File: config.mk
export PLATFORM = sky130hd
export DESIGN_NAME = reg_window_file_flat
export DESIGN_NICKNAME = d
export VERILOG_FILES = /design/src/rtl/reg_window_file_if.sv /design/src/rtl/reg_window_file.sv /design/src/flat_wrapper.sv
export SDC_FILE = /design/constraint.sdc
export NUM_CORES = 1
export LEC_CHECK = 0
export BUFFER_PORTS_ARGS = -buffer_cell sky130_fd_sc_hd__buf_2
export CAP_MARGIN = 20
export CELL_PAD_IN_SITES_DETAIL_PLACEMENT = 1
export CELL_PAD_IN_SITES_GLOBAL_PLACEMENT = 1
export CORE_UTILIZATION = 25
export CTS_CLUSTER_SIZE = 40
export DETAILED_ROUTE_END_ITERATION = 7
export PLACE_DENSITY = 0.51
export SYNTH_ARGS = -nofsm -noshare
export SYNTH_HDL_FRONTEND = slang
export SYNTH_SLANG_ARGS = --single-unit
File: constraint.sdc
create_clock -name clock -period 7.85 [get_ports clock]
set_input_delay 1.1775 -clock clock [delete_from_list [all_inputs] [get_ports clock]]
set_output_delay 1.1775 -clock clock [all_outputs]
set_load 0.02 [all_outputs]
File: src/rtl/reg_window_file_if.sv
// Spill/fill handshake between the windowed register file and its backing memory stack.
// master = register file side, slave = memory side.
interface reg_window_file_if #(
  parameter int unsigned WIDTH = 16
) ();
  logic             spill_valid;
  logic             spill_ready;
  logic [WIDTH-1:0] spill_data;
  logic             fill_req;
  logic             fill_valid;
  logic [WIDTH-1:0] fill_data;

  modport master (
    output spill_valid, spill_data, fill_req,
    input  spill_ready, fill_valid, fill_data
  );

  modport slave (
    input  spill_valid, spill_data, fill_req,
    output spill_ready, fill_valid, fill_data
  );
endinterface

File: src/rtl/reg_window_file.sv
// Windowed register file with call/return window push/pop.
// The oldest window is spilled to, and filled back from, an external stack when physical windows run out.
module reg_window_file #(
  parameter int unsigned WIDTH     = 16,
  parameter int unsigned NREGS     = 8,
  parameter int unsigned NWIN      = 4,
  parameter int unsigned MAX_DEPTH = 16
) (
  input  logic                              clock,
  input  logic                              reset,
  input  logic [$clog2(NREGS)-1:0]          selA,
  input  logic [$clog2(NREGS)-1:0]          selB,
  output logic [WIDTH-1:0]                  outA,
  output logic [WIDTH-1:0]                  outB,
  output logic [WIDTH*NREGS-1:0]            outView,
  input  logic [WIDTH-1:0]                  in,
  input  logic                              load_L,
  input  logic [1:0]                        win_op,
  output logic                              busy,
  reg_window_file_if.master                 mem,
  output logic [$clog2(MAX_DEPTH+1)-1:0]    depth,
  output logic                              err
);

  localparam int unsigned SW = $clog2(NREGS);
  localparam int unsigned BW = SW + 1;
  localparam int unsigned WW = $clog2(NWIN);
  localparam int unsigned RW = $clog2(NWIN + 1);
  localparam int unsigned DW = $clog2(MAX_DEPTH + 1);

  localparam logic [1:0] S_IDLE  = 2'd0;
  localparam logic [1:0] S_SPILL = 2'd1;
  localparam logic [1:0] S_FILL  = 2'd2;

  localparam logic [1:0] OP_PUSH = 2'b01;
  localparam logic [1:0] OP_POP  = 2'b10;

  logic [WIDTH-1:0] regs_q [NWIN][NREGS];

  logic [1:0]    state_q, state_d;
  logic [WW-1:0] cwp_q, cwp_d;
  logic [RW-1:0] res_q, res_d;
  logic [DW-1:0] depth_q, depth_d;
  logic [BW-1:0] beat_q, beat_d;
  logic          err_q, err_d;
  logic          busy_q, spill_valid_q, fill_req_q;

  logic [WW-1:0]    cwp_nxt, cwp_prv;
  logic             wr_en, clr_en;
  logic [WW-1:0]    wr_win, clr_win;
  logic [SW-1:0]    wr_idx;
  logic [WIDTH-1:0] wr_data;

  assign cwp_nxt = (cwp_q == WW'(NWIN - 1)) ? '0 : cwp_q + WW'(1);
  assign cwp_prv = (cwp_q == '0) ? WW'(NWIN - 1) : cwp_q - WW'(1);

  assign outA = regs_q[cwp_q][selA];
  assign outB = regs_q[cwp_q][selB];

  for (genvar k = 0; k < NREGS; k++) begin : g_view
    assign outView[k*WIDTH +: WIDTH] = regs_q[cwp_q][k];
  end

  // The spill victim is always the window just above cwp.
  assign mem.spill_data  = regs_q[cwp_nxt][beat_q[SW-1:0]];
  assign mem.spill_valid = spill_valid_q;
  assign mem.fill_req    = fill_req_q;
  assign busy            = busy_q;
  assign depth           = depth_q;
  assign err             = err_q;

  // Next-state, window pointer and register-array write control.
  always_comb begin
    state_d = state_q;
    cwp_d   = cwp_q;
    res_d   = res_q;
    depth_d = depth_q;
    beat_d  = beat_q;
    err_d   = err_q;
    wr_en   = 1'b0;
    wr_win  = cwp_q;
    wr_idx  = selB;
    wr_data = in;
    clr_en  = 1'b0;
    clr_win = cwp_nxt;

    case (state_q)
      S_IDLE: begin
        wr_en = ~load_L;
        if (win_op == OP_PUSH) begin
          if (depth_q == DW'(MAX_DEPTH)) begin
            err_d = 1'b1;
          end else if (res_q < RW'(NWIN)) begin
            cwp_d   = cwp_nxt;
            res_d   = res_q + RW'(1);
            depth_d = depth_q + DW'(1);
            clr_en  = 1'b1;
          end else begin
            state_d = S_SPILL;
            beat_d  = '0;
          end
        end else if (win_op == OP_POP) begin
          if (depth_q == DW'(1)) begin
            err_d = 1'b1;
          end else if (res_q > RW'(1)) begin
            cwp_d   = cwp_prv;
            res_d   = res_q - RW'(1);
            depth_d = depth_q - DW'(1);
          end else begin
            state_d = S_FILL;
            beat_d  = BW'(NREGS - 1);
          end
        end
      end

      S_SPILL: begin
        // beat == NREGS is the closing cycle that performs the deferred push.
        if (beat_q == BW'(NREGS)) begin
          cwp_d   = cwp_nxt;
          depth_d = depth_q + DW'(1);
          clr_en  = 1'b1;
          state_d = S_IDLE;
        end else if (mem.spill_ready) begin
          beat_d = beat_q + BW'(1);
        end
      end

      S_FILL: begin
        if (mem.fill_valid) begin
          wr_en   = 1'b1;
          wr_win  = cwp_prv;
          wr_idx  = beat_q[SW-1:0];
          wr_data = mem.fill_data;
          if (beat_q == '0) begin
            cwp_d   = cwp_prv;
            depth_d = depth_q - DW'(1);
            state_d = S_IDLE;
          end else begin
            beat_d = beat_q - BW'(1);
          end
        end
      end

      default: state_d = S_IDLE;
    endcase
  end

  always_ff @(posedge clock) begin
    if (reset) begin
      state_q       <= S_IDLE;
      cwp_q         <= '0;
      res_q         <= RW'(1);
      depth_q       <= DW'(1);
      beat_q        <= '0;
      err_q         <= 1'b0;
      busy_q        <= 1'b0;
      spill_valid_q <= 1'b0;
      fill_req_q    <= 1'b0;
    end else begin
      state_q       <= state_d;
      cwp_q         <= cwp_d;
      res_q         <= res_d;
      depth_q       <= depth_d;
      beat_q        <= beat_d;
      err_q         <= err_d;
      busy_q        <= (state_d != S_IDLE);
      spill_valid_q <= (state_d == S_SPILL) && (beat_d != BW'(NREGS));
      fill_req_q    <= (state_d == S_FILL);
    end
  end

  // Register array: window clear and single-register write never target the same window.
  always_ff @(posedge clock) begin
    if (reset) begin
      for (int unsigned w = 0; w < NWIN; w++) begin
        for (int unsigned r = 0; r < NREGS; r++) begin
          regs_q[w][r] <= '0;
        end
      end
    end else begin
      if (clr_en) begin
        for (int unsigned r = 0; r < NREGS; r++) begin
          regs_q[clr_win][r] <= '0;
        end
      end
      if (wr_en) begin
        regs_q[wr_win][wr_idx] <= wr_data;
      end
    end
  end

endmodule

File: src/flat_wrapper.sv
// flat-port wrapper written by rule: the top's interface ports become plain ports
module reg_window_file_flat 
#(
  parameter int unsigned WIDTH     = 16,
  parameter int unsigned NREGS     = 8,
  parameter int unsigned NWIN      = 4,
  parameter int unsigned MAX_DEPTH = 16
)
  (clock, reset, selA, selB, outA, outB, outView, in, load_L, win_op, busy, depth, err, mem_spill_valid, mem_spill_data, mem_fill_req, mem_spill_ready, mem_fill_valid, mem_fill_data);
  reg_window_file_if #(.WIDTH(WIDTH)) mem_i ();
  input  logic clock;
  input  logic reset;
  input  logic [$clog2(NREGS)-1:0] selA;
  input  logic [$clog2(NREGS)-1:0] selB;
  output logic [WIDTH-1:0] outA;
  output logic [WIDTH-1:0] outB;
  output logic [WIDTH*NREGS-1:0] outView;
  input  logic [WIDTH-1:0] in;
  input  logic load_L;
  input  logic [1:0] win_op;
  output logic busy;
  output logic [$clog2(MAX_DEPTH+1)-1:0] depth;
  output logic err;
  output wire logic [$bits(mem_i.spill_valid)-1:0] mem_spill_valid;
  output wire logic [$bits(mem_i.spill_data)-1:0] mem_spill_data;
  output wire logic [$bits(mem_i.fill_req)-1:0] mem_fill_req;
  input wire logic [$bits(mem_i.spill_ready)-1:0] mem_spill_ready;
  input wire logic [$bits(mem_i.fill_valid)-1:0] mem_fill_valid;
  input wire logic [$bits(mem_i.fill_data)-1:0] mem_fill_data;
  assign mem_spill_valid = mem_i.spill_valid;
  assign mem_spill_data = mem_i.spill_data;
  assign mem_fill_req = mem_i.fill_req;
  assign mem_i.spill_ready = mem_spill_ready;
  assign mem_i.fill_valid = mem_fill_valid;
  assign mem_i.fill_data = mem_fill_data;
  reg_window_file #(.WIDTH(WIDTH), .NREGS(NREGS), .NWIN(NWIN), .MAX_DEPTH(MAX_DEPTH)) u_core (.clock(clock), .reset(reset), .selA(selA), .selB(selB), .outA(outA), .outB(outB), .outView(outView), .in(in), .load_L(load_L), .win_op(win_op), .busy(busy), .mem(mem_i), .depth(depth), .err(err));
endmodule
==> impl_metrics.py <==
metrics = {
    "yosys": {
        "syn_inst": 1953,
        "yosysUniqueCellTypes": 56,
        "synth.avg_cell_area_um2": 14.8,
        "synth-edff-count": 512,
        "yosysTopAreaCellShare_pct": 53.4,
        "yosysSeqAreaShare_pct": 54.9,
        "yosys_register_bits": 534,
        "yosysWarnings": 0,
        "ys_top_cells_by_area": "edfxtp_1, mux4_2, nor2_1, dfxtp_1, nand2_1",
        "synth_most_common_cell": "nor2_1",
        "synth_top_cell_by_area": "edfxtp_1",
        "syn-cell-area_um2": 28800,
        "syn_nets": 2018,
        "synth_ff_type": "edfxtp_1",
        "synth_common_cells": "nor2_1, edfxtp_1, mux4_2",
        "synth-async-reset-ratio_pct": 0,
    },
    "timing": {
        "hold_viol_final": 0,
        "rsz0062_at_grt": "false",
        "finalSetupViolations": 0,
        "fin_setup_tns_ps": 0,
        "finClkSkew_ps": 37.2,
        "final.min_clock_period_ps": 5690,
        "fin_crit_sh_pct": 72.5,
        "relSlewSlack_pct": 24.0,
        "worst_slew_pin_slew_ps": 1140,
        "slew_violations": 0,
        "clock.fmax_mhz": 176,
    },
    "global_route": {
        "first_global_vias": 20693,
        "grt.overflow.total": 0,
        "met2_usage_pct": 34.1,
        "antenna_found_initial": 2,
        "grt_usage_pct": 20.4,
        "grt_max_degree": 98,
        "met3_usage_pct": 3.78,
        "gr-max-usage-layer": "met2",
        "met1_usage_pct": 26.8,
        "grt_first_pass_wirelength_mm": 166,
    },
    "detailed_routing": {
        "dr_total_vias": 19831,
        "firstDrtPassIters": 5,
        "ant_nets": 0,
        "wl_per_cell_um": 32.4,
        "detail_route.vias_per_cell": 5.37,
        "drc": 0,
        "wl_mm": 119,
        "drt_iter0_markers": 2119,
    },
    "final_layout": {
        "syn_to_final_growth_pct": 17.8,
        "stdcell_count": 3691,
        "final_nets": 2198,
        "multi_input_area_um2": 12300,
        "fillCellCount": 12104,
        "drive_above_1_share_pct": 37.1,
        "register_area_um2": 15800,
        "fin_util_pct": 29.7,
    },
    "critical_path": {
        "start_kind": "register",
        "end_kind": "output pin",
        "worstSetupPathType": "register to output pin",
        "timing.rr.start": "u_core.cwp_q[0]",
        "startpoint": "u_core.cwp_q[0]",
        "cp_max_fo": 65,
        "arrival_ps": 4510,
        "cp.required_ps": 6670,
    },
    "clocking": {
        "cts_resized": 0,
        "post-cts-setup-buffers": 0,
        "cts.hold.buffers_added": 0,
        "cts_tree": "built",
        "clk_pin_slew_ps": 60,
        "clock-sinks": 534,
        "numCtsBuffers": 61,
        "cts_max_level": 2,
        "root_buffer": "clkbuf_16",
        "clk_path_buf_depth": 3,
        "clock_latency_ps": 660,
    },
    "flow_run": {
        "drv_cap": 0,
    },
    "run_status": {
        "status": "completed",
    },
    "power_and_ir_drop": {
        "peakVddDrop_mv": 0.186,
        "power_density_nw_per_um2": 253,
        "p_leak_uw": 0.0118,
    },
    "placement": {
        "dp.cells": 3577,
        "portBuffers": 229,
        "hpwl_mm": 78.5,
        "routabilityCongestion": 0.826,
    },
    "floorplanning": {
        "die_h_um": 342,
        "core.rowCount": 124,
        "core_area_um2": 114000,
        "io_pins": 230,
        "initial_utilization_pct": 25.2,
        "die_w_um": 342,
        "die-area_um2": 117000,
    },
    "min_path": {
        "worstHoldStart": "u_core.err",
        "hold_path_class": "register to register",
    },
}
[layout by cell type, fill, tap and decap left out, types with 8 or more instances in the layout]
cell type	synthesis	final
a21oi_1	23	23
buf_16	0	9
buf_2	54	228
buf_4	11	53
clkbuf_1	95	17
clkbuf_16	0	62
clkinv_1	1	14
clkinv_2	0	9
dfxtp_1	22	18
edfxtp_1	512	512
ha_1	20	19
inv_1	20	20
mux2_2	34	34
mux2i_4	0	16
mux4_2	352	352
nand2_1	114	114
nand2_2	16	16
nor2_1	542	542
nor3_1	8	8
o21ai_0	12	12
[report_power, final]
group          switching, uW  internal (uW)
clock network           1230           1480
logic                   1450            977
registers                154           3300
total                   2830           5750
[final timing paths]
path	to	slack (ps)	cells past startpoint
worst max-delay path	mem_spill_data[9]	2160	8
worst min-delay path	u_core.err	490	2
worst max register to register	u_core.regs_q[3][14]	3310	8
worst min register to register	u_core.err	490	2
[stage by stage]
step / setup WS (ps) / hold slack, ps / cell area (um2) / power (uW)
floorplan: 3580 / 504 / 28800 / 4960
global placement: 2560 / 472 / 31800 / 5910
detailed placement: 2460 / 475 / 32000 / 5950
CTS: 1740 / 491 / 33800 / 8660
global route: 1980 / 516 / 33900 / 8860
finish: 2160 / 486 / 33900 / 8580
[registers in the layout (all words and copies together) (netlist names), named ones only]
name	cells
u_core.mem.spill_valid	1
u_core.res_q	3
u_core.beat_q	4
u_core.depth	5
u_core.regs_q	512
u_core.err	1
u_core.state_q	2
u_core.mem.fill_req	1
u_core.cwp_q	2
u_core.busy	1
[area by class of cell]
type / count / share of cell area, %
diodes: 2 / 0.0147
clock buffers: 79 / 4.76
clock inverters: 28 / 0.623
inverters: 22 / 0.243
multi-input cells: 1214 / 36.3
flip-flops and latches: 534 / 46.6
well taps: 1512 / 5.57
repair buffers: 300 / 5.81
[cells by family (layout without fill, tap and decap cells)]
group	after synthesis	count (layout)	share of synthesized area (%)
XOR/XNOR	5	5	0.152
AND/OR/NAND/NOR	711	711	9.79
flip-flops	534	534	54.9
adder cells (fa/ha/maj)	20	20	0.868
multiplexers	407	407	29.6
AO/OA/AOI/OAI	71	71	1.66
other	0	2	0
buffers and inverters	205	429	3.07
[critical path: stages (launching register included)]
cell,delay (ps)
dfxtp_4,750
buf_12,350
inv_1,170
ha_4,330
buf_12,400
mux4_2,580
mux4_2,560
mux2_2,350
buf_2,180
[per-layer routing]
layer | vias up | routed length (um)
li1 | 7903 | -
met1 | 10846 | 48900
met2 | 924 | 58100
met3 | 158 | 8630
met4 | 0 | 3880
met5 | - | 0
Power figures use the tool's default switching activity.
